File: config.mk
export PLATFORM = sky130hd
export DESIGN_NAME = knn_image_loader
export DESIGN_NICKNAME = d
export VERILOG_FILES = /design/src/rtl/knn_image_loader.sv
export SDC_FILE = /design/constraint.sdc
export NUM_CORES = 1
export LEC_CHECK = 0
export CORE_MARGIN = 2
export CORE_UTILIZATION = 40
export CTS_CLUSTER_SIZE = 16
export DETAILED_ROUTE_END_ITERATION = 10
export PLACE_DENSITY = 0.72
export SYNTH_ARGS = -nofsm -noshare
export SYNTH_HDL_FRONTEND = slang
export SYNTH_SLANG_ARGS = --single-unit
File: constraint.sdc
create_clock -name clk -period 2 [get_ports clk]
set_clock_uncertainty 0.05 [all_clocks]
set_input_delay 0.2 -clock clk [delete_from_list [all_inputs] [get_ports clk]]
set_output_delay 0.2 -clock clk [all_outputs]
set_load 0.005 [all_outputs]
File: src/rtl/knn_image_loader.sv
// knn_image_loader
//   Producer side of the kNN classifier interface. Collects a 16x16 grayscale
//   frame over a valid/ready pixel stream, binarises each pixel against THRESH
//   and packs the frame into the test image. It then holds the classifier's
//   valid line high for KNN_WAIT cycles, captures the classifier outputs, and
//   offers them as one record on a valid/ready output port. After the record
//   is taken, the loader idles for GAP cycles and then accepts the next frame.
//
//   Handshakes: a transfer happens on a rising clk edge where valid and ready
//   are both 1. The producer holds valid and its payload stable until the
//   transfer happens. Ready may depend on state but never on valid.
//
// Ports
//   clk, rst            clock (posedge); asynchronous active-low reset
//   pix_data/valid/last pixel stream in; pix_last is only checked
//   pix_ready           high while collecting a frame
//   knn_test_image      packed binary image, bit k = pixel k
//   knn_valid           classifier start/hold, high for KNN_WAIT cycles
//   knn_current_min/knn_min_row/knn_result  classifier outputs, captured
//   cls_valid/ready     classification record handshake
//   cls_result/cls_min_dist/cls_min_row     captured record payload
//   frame_err           sticky: pix_last seen at the wrong pixel position
//   state_dbg           current FSM state encoding
module knn_image_loader #(
    parameter int PIX_W    = 8,
    parameter int NUM_PIX  = 256,
    parameter int THRESH   = 128,
    parameter int KNN_WAIT = 604,
    parameter int GAP      = 2
) (
    input  logic               clk,
    input  logic               rst,
    input  logic [PIX_W-1:0]   pix_data,
    input  logic               pix_valid,
    output logic               pix_ready,
    input  logic               pix_last,
    output logic [NUM_PIX-1:0] knn_test_image,
    output logic               knn_valid,
    input  logic [8:0]         knn_current_min,
    input  logic [8:0]         knn_min_row,
    input  logic               knn_result,
    output logic               cls_valid,
    input  logic               cls_ready,
    output logic               cls_result,
    output logic [8:0]         cls_min_dist,
    output logic [8:0]         cls_min_row,
    output logic               frame_err,
    output logic [1:0]         state_dbg
);

    localparam int CNT_W  = $clog2(NUM_PIX);
    localparam int WAIT_W = $clog2(KNN_WAIT);
    localparam int GAP_W  = $clog2(GAP) + 1;

    localparam logic [CNT_W-1:0]  LAST_PIX  = CNT_W'(NUM_PIX - 1);
    localparam logic [WAIT_W-1:0] WAIT_LAST = WAIT_W'(KNN_WAIT - 1);
    localparam logic [GAP_W-1:0]  GAP_LAST  = GAP_W'(GAP - 1);
    localparam logic [PIX_W-1:0]  THRESH_V  = PIX_W'(THRESH);

    typedef enum logic [1:0] {
        COLLECT  = 2'd0,
        WAIT_KNN = 2'd1,
        REPORT   = 2'd2,
        GAP_ST   = 2'd3
    } state_t;

    state_t state, state_next;

    logic [CNT_W-1:0]  pix_cnt;
    logic [WAIT_W-1:0] wait_cnt;
    logic [GAP_W-1:0]  gap_cnt;

    logic pix_accept;
    logic at_last_pix;

    assign state_dbg   = state;
    assign pix_accept  = pix_valid & pix_ready;
    assign at_last_pix = (pix_cnt == LAST_PIX);

    always_ff @(posedge clk or negedge rst) begin
        if (!rst) begin
            state <= COLLECT;
        end else begin
            state <= state_next;
        end
    end

    // knn_valid and cls_valid are pure state decodes, so they can never be
    // high together and knn_valid can only rise on the COLLECT -> WAIT_KNN step.
    always_comb begin
        state_next = state;
        pix_ready  = 1'b0;
        knn_valid  = 1'b0;
        cls_valid  = 1'b0;
        case (state)
            COLLECT: begin
                pix_ready = 1'b1;
                if (pix_valid && at_last_pix) begin
                    state_next = WAIT_KNN;
                end
            end
            WAIT_KNN: begin
                knn_valid = 1'b1;
                if (wait_cnt == WAIT_LAST) begin
                    state_next = REPORT;
                end
            end
            REPORT: begin
                cls_valid = 1'b1;
                if (cls_ready) begin
                    state_next = GAP_ST;
                end
            end
            GAP_ST: begin
                if (gap_cnt == GAP_LAST) begin
                    state_next = COLLECT;
                end
            end
            default: begin
                state_next = COLLECT;
            end
        endcase
    end

    always_ff @(posedge clk or negedge rst) begin
        if (!rst) begin
            pix_cnt        <= '0;
            wait_cnt       <= '0;
            gap_cnt        <= '0;
            knn_test_image <= '0;
            cls_result     <= 1'b0;
            cls_min_dist   <= '0;
            cls_min_row    <= '0;
            frame_err      <= 1'b0;
        end else begin
            case (state)
                COLLECT: begin
                    wait_cnt <= '0;
                    if (pix_accept) begin
                        // Overwrite in place; a full frame rewrites every bit.
                        knn_test_image[pix_cnt] <= (pix_data >= THRESH_V);
                        // Frame length is fixed; pix_last only raises the flag.
                        if (pix_last != at_last_pix) begin
                            frame_err <= 1'b1;
                        end
                        pix_cnt <= at_last_pix ? '0 : pix_cnt + 1'b1;
                    end
                end
                WAIT_KNN: begin
                    wait_cnt <= wait_cnt + 1'b1;
                    if (wait_cnt == WAIT_LAST) begin
                        cls_result   <= knn_result;
                        cls_min_dist <= knn_current_min;
                        cls_min_row  <= knn_min_row;
                    end
                end
                REPORT: begin
                    gap_cnt <= '0;
                end
                GAP_ST: begin
                    gap_cnt <= gap_cnt + 1'b1;
                end
                default: begin
                    gap_cnt <= '0;
                end
            endcase
        end
    end

endmodule

# Word-level counts from Yosys, hierarchy flattened
# Cells that the tools add are included.
[totals]
reg_bits = 298
input_bits = 32
[op_classes]
n_mux = 14
n_eq_ne = 11
reduce_logical = 9
n_addsub = 3
bitwise_logic = 1
n_lt_le_gt_ge = 3
[op_table]
columns = ["operator", "count"]
rows = [
  ["$bwmux 256", 1],
  ["$pmux 10 s2", 1],
  ["$add 10x1->10 const B", 1],
  ["$eq 10x10->1 const B", 1],
  ["$lt 8x9->1 const B", 1],
  ["$add 8x1->8 const B", 1],
  ["$demux 1 s8", 1],
  ["$eq 8x8->1 const B", 1],
  ["$ge 8x1->1 const B", 1],
  ["$ge 8x8->1 const B", 1],
  ["$mux 2", 4],
  ["$mux 8", 1],
  ["$ne 2x2->1 const B", 4],
  ["$pmux 2 s4", 1],
  ["$eq 2x1->1 const B", 2],
  ["$eq 2x2->1 const B", 2],
  ["$mux 1", 4],
  ["$pmux 2 s2", 1],
  ["$reduce_and 2->1", 2],
  ["$reduce_and 4->1", 1],
  ["$reduce_bool 2->1", 2],
  ["$reduce_and 3->1", 1],
  ["$add 2x1->2 const B", 1],
  ["$logic_and 1x1->1", 2],
  ["other kinds (3)", 3],
]

# Logic depth before layout (Yosys ltp)
# Gate-level depths: netlist of run 1.
[logic_depth]
word_depth = 5
depth_mapped = 9
depth_no_buf = 6

# Worst setup path before layout of run 1
# No wires, ideal clock.
[synth_path]
path_kind = "register to register"
from = "register state[0] (netlist: state_dbg[0])"
to = "register knn_test_image[63]"
path_stages_with_launch = 9
setup_slack_ps = -48
arrival_time_ps = 1873
n_path_buf = 2
setup_time_ps = 125
cell_sequence = "dfrtp_1 > inv_1 > ha_1 > buf_4 > nand2_1 > or2_1 > buf_2 > nor4_2 > mux2_2"
[synth_between]
elab_chain_cells = 4
[synth_lines]
columns = ["item", "line", "rtl"]
rows = [
  ["from (decl)", "67", "state_t state, state_next;"],
  ["from (signal assigned)", "84", "state <= state_next;"],
  ["$logic_not 2->1", "95", "case (state)"],
  ["$mux 1", "95", ""],
  ["net pix_ready", "35", "output logic pix_ready,"],
  ["$and 1x1->1", "77", "assign pix_accept = pix_valid & pix_ready;"],
  ["$reduce_and 2->1 (no source line)", "--", ""],
  ["to (signal, indexed assignment)", "141", "knn_test_image[pix_cnt] <= (pix_data >= THRESH_V);"],
  ["to (decl)", "37", "output logic [NUM_PIX-1:0] knn_test_image,"],
]
# The timed path passes the listed nets, and every way through them passes these cells.
# A chain may end at the register's enable or synchronous reset.

# Worst setup path after layout of run 1
[layout_path]
from = "register state[0] (netlist: state_dbg[0])"
to = "register knn_test_image[136]"
[layout_between]
elab_chain_cells = 4
[layout_lines]
columns = ["item", "line"]
rows = [
  ["$logic_not 2->1 (*)", "95, 136"],
  ["$mux 1", "95"],
  ["$and 1x1->1", "77"],
  ["$reduce_and 2->1 (no source line) (*)", "--"],
]
# Mark *: on every way between the ends. The rest lies on a longest branch, timed or not.

==> out/qor.csv, run 1 <==
metric,value,unit
synth_area,13300,um2
place_area,17300,um2
drc,0,
fp.dieW,186,um
layout-drive-gt1-share,29.3,%
dpl.cell_count,1793,
drv_slew,0,
p_per_area,700,nW/um2
cts_tree,built,
yosysSeqAreaShare,56.0,%
ys_ff_latch,298,
cp-start-kind,register,
fin_tns_setup,0,ns
cp.arrival,2.23,ns
avgSynthCellArea,12.6,um2
p_leak,8.46,nW
final_common_cell,clkdlybuf4s50_1,
grt_pass1_vias,9600,
post-route-util,57.0,%
mostFrequentLayoutCells,"clkdlybuf4s50_1, dfrtp_1, nand2_1",
global_route.usage.met2,33.5,%
die_h,186,um
timing.final.crit_share,94.7,%
rows,66,
grt.busiest_layer,met2,
cts_buffer_depth,3,
cts.sinks,298,
num_vias,9204,
nets,1436,
final_area,18600,um2
worstSkewPairLatency,0.50,ns
worst-path-max-fanout,11,
die_area,34700,um2
grt_max_degree,94,
syn-num-nets,1098,
ir_drop,0.637,mV
end_kind,register,
drt-initial-drc-count,538,
core_area,32600,um2
grt_pass1_wl,57400,um
grt_overflow_total,0,
synth_ff_type,dfrtp_1,
synth_edf_count,0,
synth_cell_types,44,
max_slew_margin,68.8,%
dr.pass1.iters,4,
start_util,40.8,%
clk_pin_slew,0.06,ns
root_buffer,clkbuf_16,
syn2layout_area_growth,39.7,%
drtAntennaViolNets,0,
finalSetupViolCount,0,
hp-class,input pin to register,
routed_wl,36500,um
fmax,0.528,GHz
rsz0062_at_grt,no,
grtUsageTotal,21.0,%
hold_violations,0,
wire_per_inst,19.6,um
fin_cells,1860,
criticalPathCategory,register to register,
place_congestion,0.762,
synthCells,1055,
io_buffers,305,
dp_hpwl,25000,um
tightest_slew,0.468,ns
max_cap_violations,0,
use_met3,7.17,%
critPathRequiredTime,2.33,ns
cts_buffers,34,
cts-htree-levels,2,
grt_use_met1,27.9,%
status,finished clean,
antenna_found_initial,0,
synth-async-reset-ratio,100,%
antenna_cells,0,
ys.warnings.count,0,
vias_per_cell,4.95,
io_pins,313,
period_minus_slack,1.89,ns
[layer usage]
layer,share of wire (%),up-vias
li1,-,4220
met1,43,4652
met2,46,291
met3,8.8,41
met4,1.6,0
met5,0,-
[registers in the layout, indices dropped and copies added (netlist names)]
| register | cells |
|---|---|
| frame_err | 1 |
| cls_result | 1 |
| cls_min_row | 9 |
| cls_min_dist | 9 |
| pix_cnt | 8 |
| knn_test_image | 256 |
| gap_cnt | 2 |
| state_dbg | 2 |
| wait_cnt | 10 |
[repair_timing]
item,in CTS,in global routing
hold buffers,1,0
setup buffers,1,4
gates resized for setup,5,2
cloned,0,0
pin swaps,0,1
endpoints found under the hold margin,75,0
endpoints found under the setup margin,3,10
[worst max-delay path: stages, from the launching register on]
cell     delay [ns]
dfrtp_1        0.38
inv_2          0.10
ha_4           0.18
and4b_1        0.26
and2_1         0.24
buf_12         0.17
nand2_1        0.08
mux2_4         0.30
[path summary, 6_finish.rpt]
path,slack [ns],depth (start not counted),from,endpoint
min in group asynchronous,0.18,2,rst,cls_min_dist[1]
max reg2reg,0.11,7,state_dbg[0],knn_test_image[136]
min reg2reg,0.44,1,knn_test_image[100],knn_test_image[100]
min,0.08,2,pix_data[7],knn_test_image[165]
max in group asynchronous,1.00,3,rst,knn_test_image[53]
max,0.11,7,state_dbg[0],knn_test_image[136]
[per-stage QoR]
step	hold WS, ns	total power, mW	setup WS (ns)
after global placement	0.116	6.53	-0.0153
after detailed placement	0.122	6.53	-0.0648
after global routing	0.0977	13.5	0.00862
final	0.0763	13.0	0.105
after CTS	0.0635	13.2	0.00241
after floorplan	-0.146	6.26	0.0351
[synth_stat cells, types with 3 or more instances]
cell / instances / share of area, %
buf_4: 27 / 1.5
nand4_1: 4 / 0.19
o22ai_1: 3 / 0.14
mux2_4: 26 / 2.9
mux2_1: 32 / 2.7
nor3_1: 3 / 0.11
dfrtp_1: 298 / 56
mux2_2: 218 / 18
inv_1: 8 / 0.23
ha_1: 11 / 1.0
nand3_1: 9 / 0.34
o21ai_0: 13 / 0.49
clkbuf_1: 29 / 0.82
nor3_4: 6 / 0.73
buf_2: 10 / 0.38
nand2_1: 265 / 7.5
and2_1: 15 / 0.71
mux2i_1: 4 / 0.30
nor2_1: 9 / 0.25
buf_6: 19 / 1.6
nand2_4: 3 / 0.25
nor2_4: 8 / 0.68
xnor2_1: 5 / 0.33
nand2b_4: 4 / 0.41
[logic make-up (layout without fill, tap and decap cells)]
family / count (synthesis) / count (layout) / synth area share [%]
and+or+nand+nor: 340 / 340 / 12.3
DFF: 298 / 298 / 56.0
xor gates and xnor gates: 6 / 6 / 0.395
adders and majority gates: 11 / 11 / 1.03
buffers and inverters: 94 / 457 / 4.58
AOI/OAI and AO/OA: 26 / 26 / 1.24
muxes: 280 / 280 / 24.4
[power breakdown]
group / total, mW / leakage [nW] / internal (mW) / switching [mW]
registers: 6.06 / 4.09 / 6.05 / 0.0106
clock network: 6.59 / 0.582 / 4.14 / 2.46
logic: 0.353 / 3.79 / 0.135 / 0.218
[area by class of cell]
| class | count | area [um2] |
|---|---|---|
| well taps | 442 | 553 |
| multi-input cells | 663 | 5280 |
| clock inverters | 18 | 254 |
| clock buffers | 43 | 946 |
| flip-flops and latches | 298 | 7460 |
| repair buffers | 387 | 4070 |
| inverters | 9 | 33.8 |
| fillers | 2698 | 14000 |
Power figures use the tool's default switching activity.
==> run 2, diff against run 1 <==
CAP_MARGIN = 25   (was default)
==> results of run 2 <==
Final layout, timing and power as in run 1 (identical DEF).
==> run 3, diff against run 2 <==
CORE_MARGIN = 5   (was 2)
==> run 3 against run 2 <==
  * Non-clock buffer count rose by 9
  * Cell count rose by 0.27%
  * Routed wire length is 3.4% higher
  * Register-to-register slack worse by 0.04 ns
  * Total power decreased by 2.3%
  * Utilization about the same
  * Sequential share of layout area fell by 0.082 points
  * Flip-flop and latch count unchanged
  * Final area up 0.22%
  * Critical endpoint is now cls_min_row[7]
  * Largest cell class unchanged
==> out/qor.csv, run 3 (synthesis results as in run 1) <==
metric,value,unit
switching_power,2.65,mW
wire_per_inst,20.2,um
clk_pin_slew,0.06,ns
hold_violations,0,
num_vias,9244,
rows,66,
fmax,0.516,GHz
hold_path_depth,2,
nets,1445,
rsz0062_at_grt,yes,
grt_pass1_vias,9869,
grt_overflow_total,0,
p_per_area,682,nW/um2
antenna_found_initial,0,
fin_tns_setup,0,ns
place_congestion,0.822,
max_slew_margin,62.8,%
grt_max_degree,88,
drtAntennaViolNets,0,
io_pins,313,
cts.sinks,298,
global_route.usage.met2,32.6,%
reg.largest.list,"knn_test_image x256, wait_cnt x10",
grt_use_met1,26.3,%
multi_input_area,5320,um2
critPathRequiredTime,2.32,ns
tightest_slew,0.558,ns
finalSetupViolCount,0,
io_buffers,305,
dp_hpwl,26200,um
cts_tree,built,
start_util,40.7,%
criticalPathCategory,register to register,
routed_wl,37700,um
period_minus_slack,1.94,ns
die_h,192,um
p_seq_share,47.7,%
regMostFlops,knn_test_image,
vias_per_cell,4.96,
swShare,20.8,%
use_met3,7.29,%
reg2reg_depth,7,
drc,0,
ir_drop,0.671,mV
mostFrequentLayoutCells,"clkdlybuf4s50_1, dfrtp_1, nand2_1",
worst-path-max-fanout,18,
die_area,37000,um2
grt.busiest_layer,met2,
drt-initial-drc-count,449,
p_leak,8.51,nW
grtUsageTotal,20.2,%
max_cap_violations,0,
timing.final.crit_share,96.9,%
antenna_cells,0,
cts_buffer_depth,3,
final_common_cell,clkdlybuf4s50_1,
cts_buffers,34,
combPwrFrac,2.9,%
post-route-util,57.0,%
status,finished clean,
regArea,7460,um2
hp-class,input pin to register,
layout-drive-gt1-share,29.9,%
power,12.7,mW
internal_power,10.1,mW
drv_slew,0,
worstSkewPairLatency,0.51,ns
syn2layout_area_growth,40.0,%
cts-htree-levels,2,
core_area,32700,um2
end_kind,register,
fp.dieW,192,um
dr.pass1.iters,4,
largest_reg_flops,256,
clockPowerShare,49.4,%
grt_pass1_wl,58400,um
cp-start-kind,register,
root_buffer,clkbuf_16,
nFillCells,2683,
cp.arrival,2.26,ns
[run 3: changes by cell type in the layout (fill, tap and decap cells not counted), moves of 2 or more]
cell and change:
buf_4 +9, clkbuf_8 +4, clkinvlp_4 -4, bufinv_16 -3, and2_1 -2, dlygate4sd2_1 -2
[run 3: cell type report]
class / instances / area share, %
timing repair buffer: 396 / 22.2
inverter: 9 / 0.181
clock inverter: 10 / 0.692
tap: 442 / 2.97
multi-input combinational: 663 / 28.5
clock buffer: 47 / 5.37
sequential: 298 / 40.0
[run 3: power groups by stage]
stage          Combinational [mW]  Clock, mW  Sequential, mW
2_1_floorplan              0.0851          0            6.17
3_3_place_gp                0.373          0            6.17
3_5_place_dp                0.379          0            6.17
4_1_cts                     0.381       6.44            6.06
5_1_grt                     0.410       6.69            6.06
6_report                    0.366       6.28            6.06
[run 3: timing repair]
action / CTS / global route
setup endpoints to repair: 4 / 34
cloned: 0 / 0
gates resized for setup: 4 / 10
pin swaps: 0 / 3
hold buffers: 1 / 0
hold endpoints to repair: 48 / 0
setup buffers: 1 / 5
[run 3: final timing paths]
kind	startpoint	endpoint	slack (ns)
setup / recovery	wait_cnt[1]	cls_min_row[7]	0.06
hold / removal	pix_data[7]	knn_test_image[165]	0.12
setup reg to reg	wait_cnt[1]	cls_min_row[7]	0.06
hold reg to reg	gap_cnt[0]	gap_cnt[0]	0.43
max in group asynchronous	rst	knn_test_image[253]	1.04
min in group asynchronous	rst	knn_test_image[34]	0.19
[run 3: per-stage QoR]
stage,setup WS (ns),cells,hold slack (ns),area (um2)
global route,0.00171,1865,0.125,18600
finish,0.0618,1865,0.119,18600
global placement,-0.0377,1801,0.137,17400
floorplan,0.0351,1055,-0.146,13300
detailed placement,-0.0552,1801,0.145,17400
CTS,-0.0174,1860,0.106,18500
[run 3: routing by layer]
layer,vias to the layer above,part of all wire (%)
li1,4216,-
met1,4667,42
met2,313,46
met3,48,9.9
met4,0,2.0
met5,-,0
[run 3: worst max-delay path: stages, from the launching register on]
cell and delay, ns:
dfrtp_1 0.36, ha_1 0.21, nand4bb_2 0.17, buf_4 0.18, nor4_4 0.27, nand2_4 0.09
buf_12 0.17, mux2_4 0.30
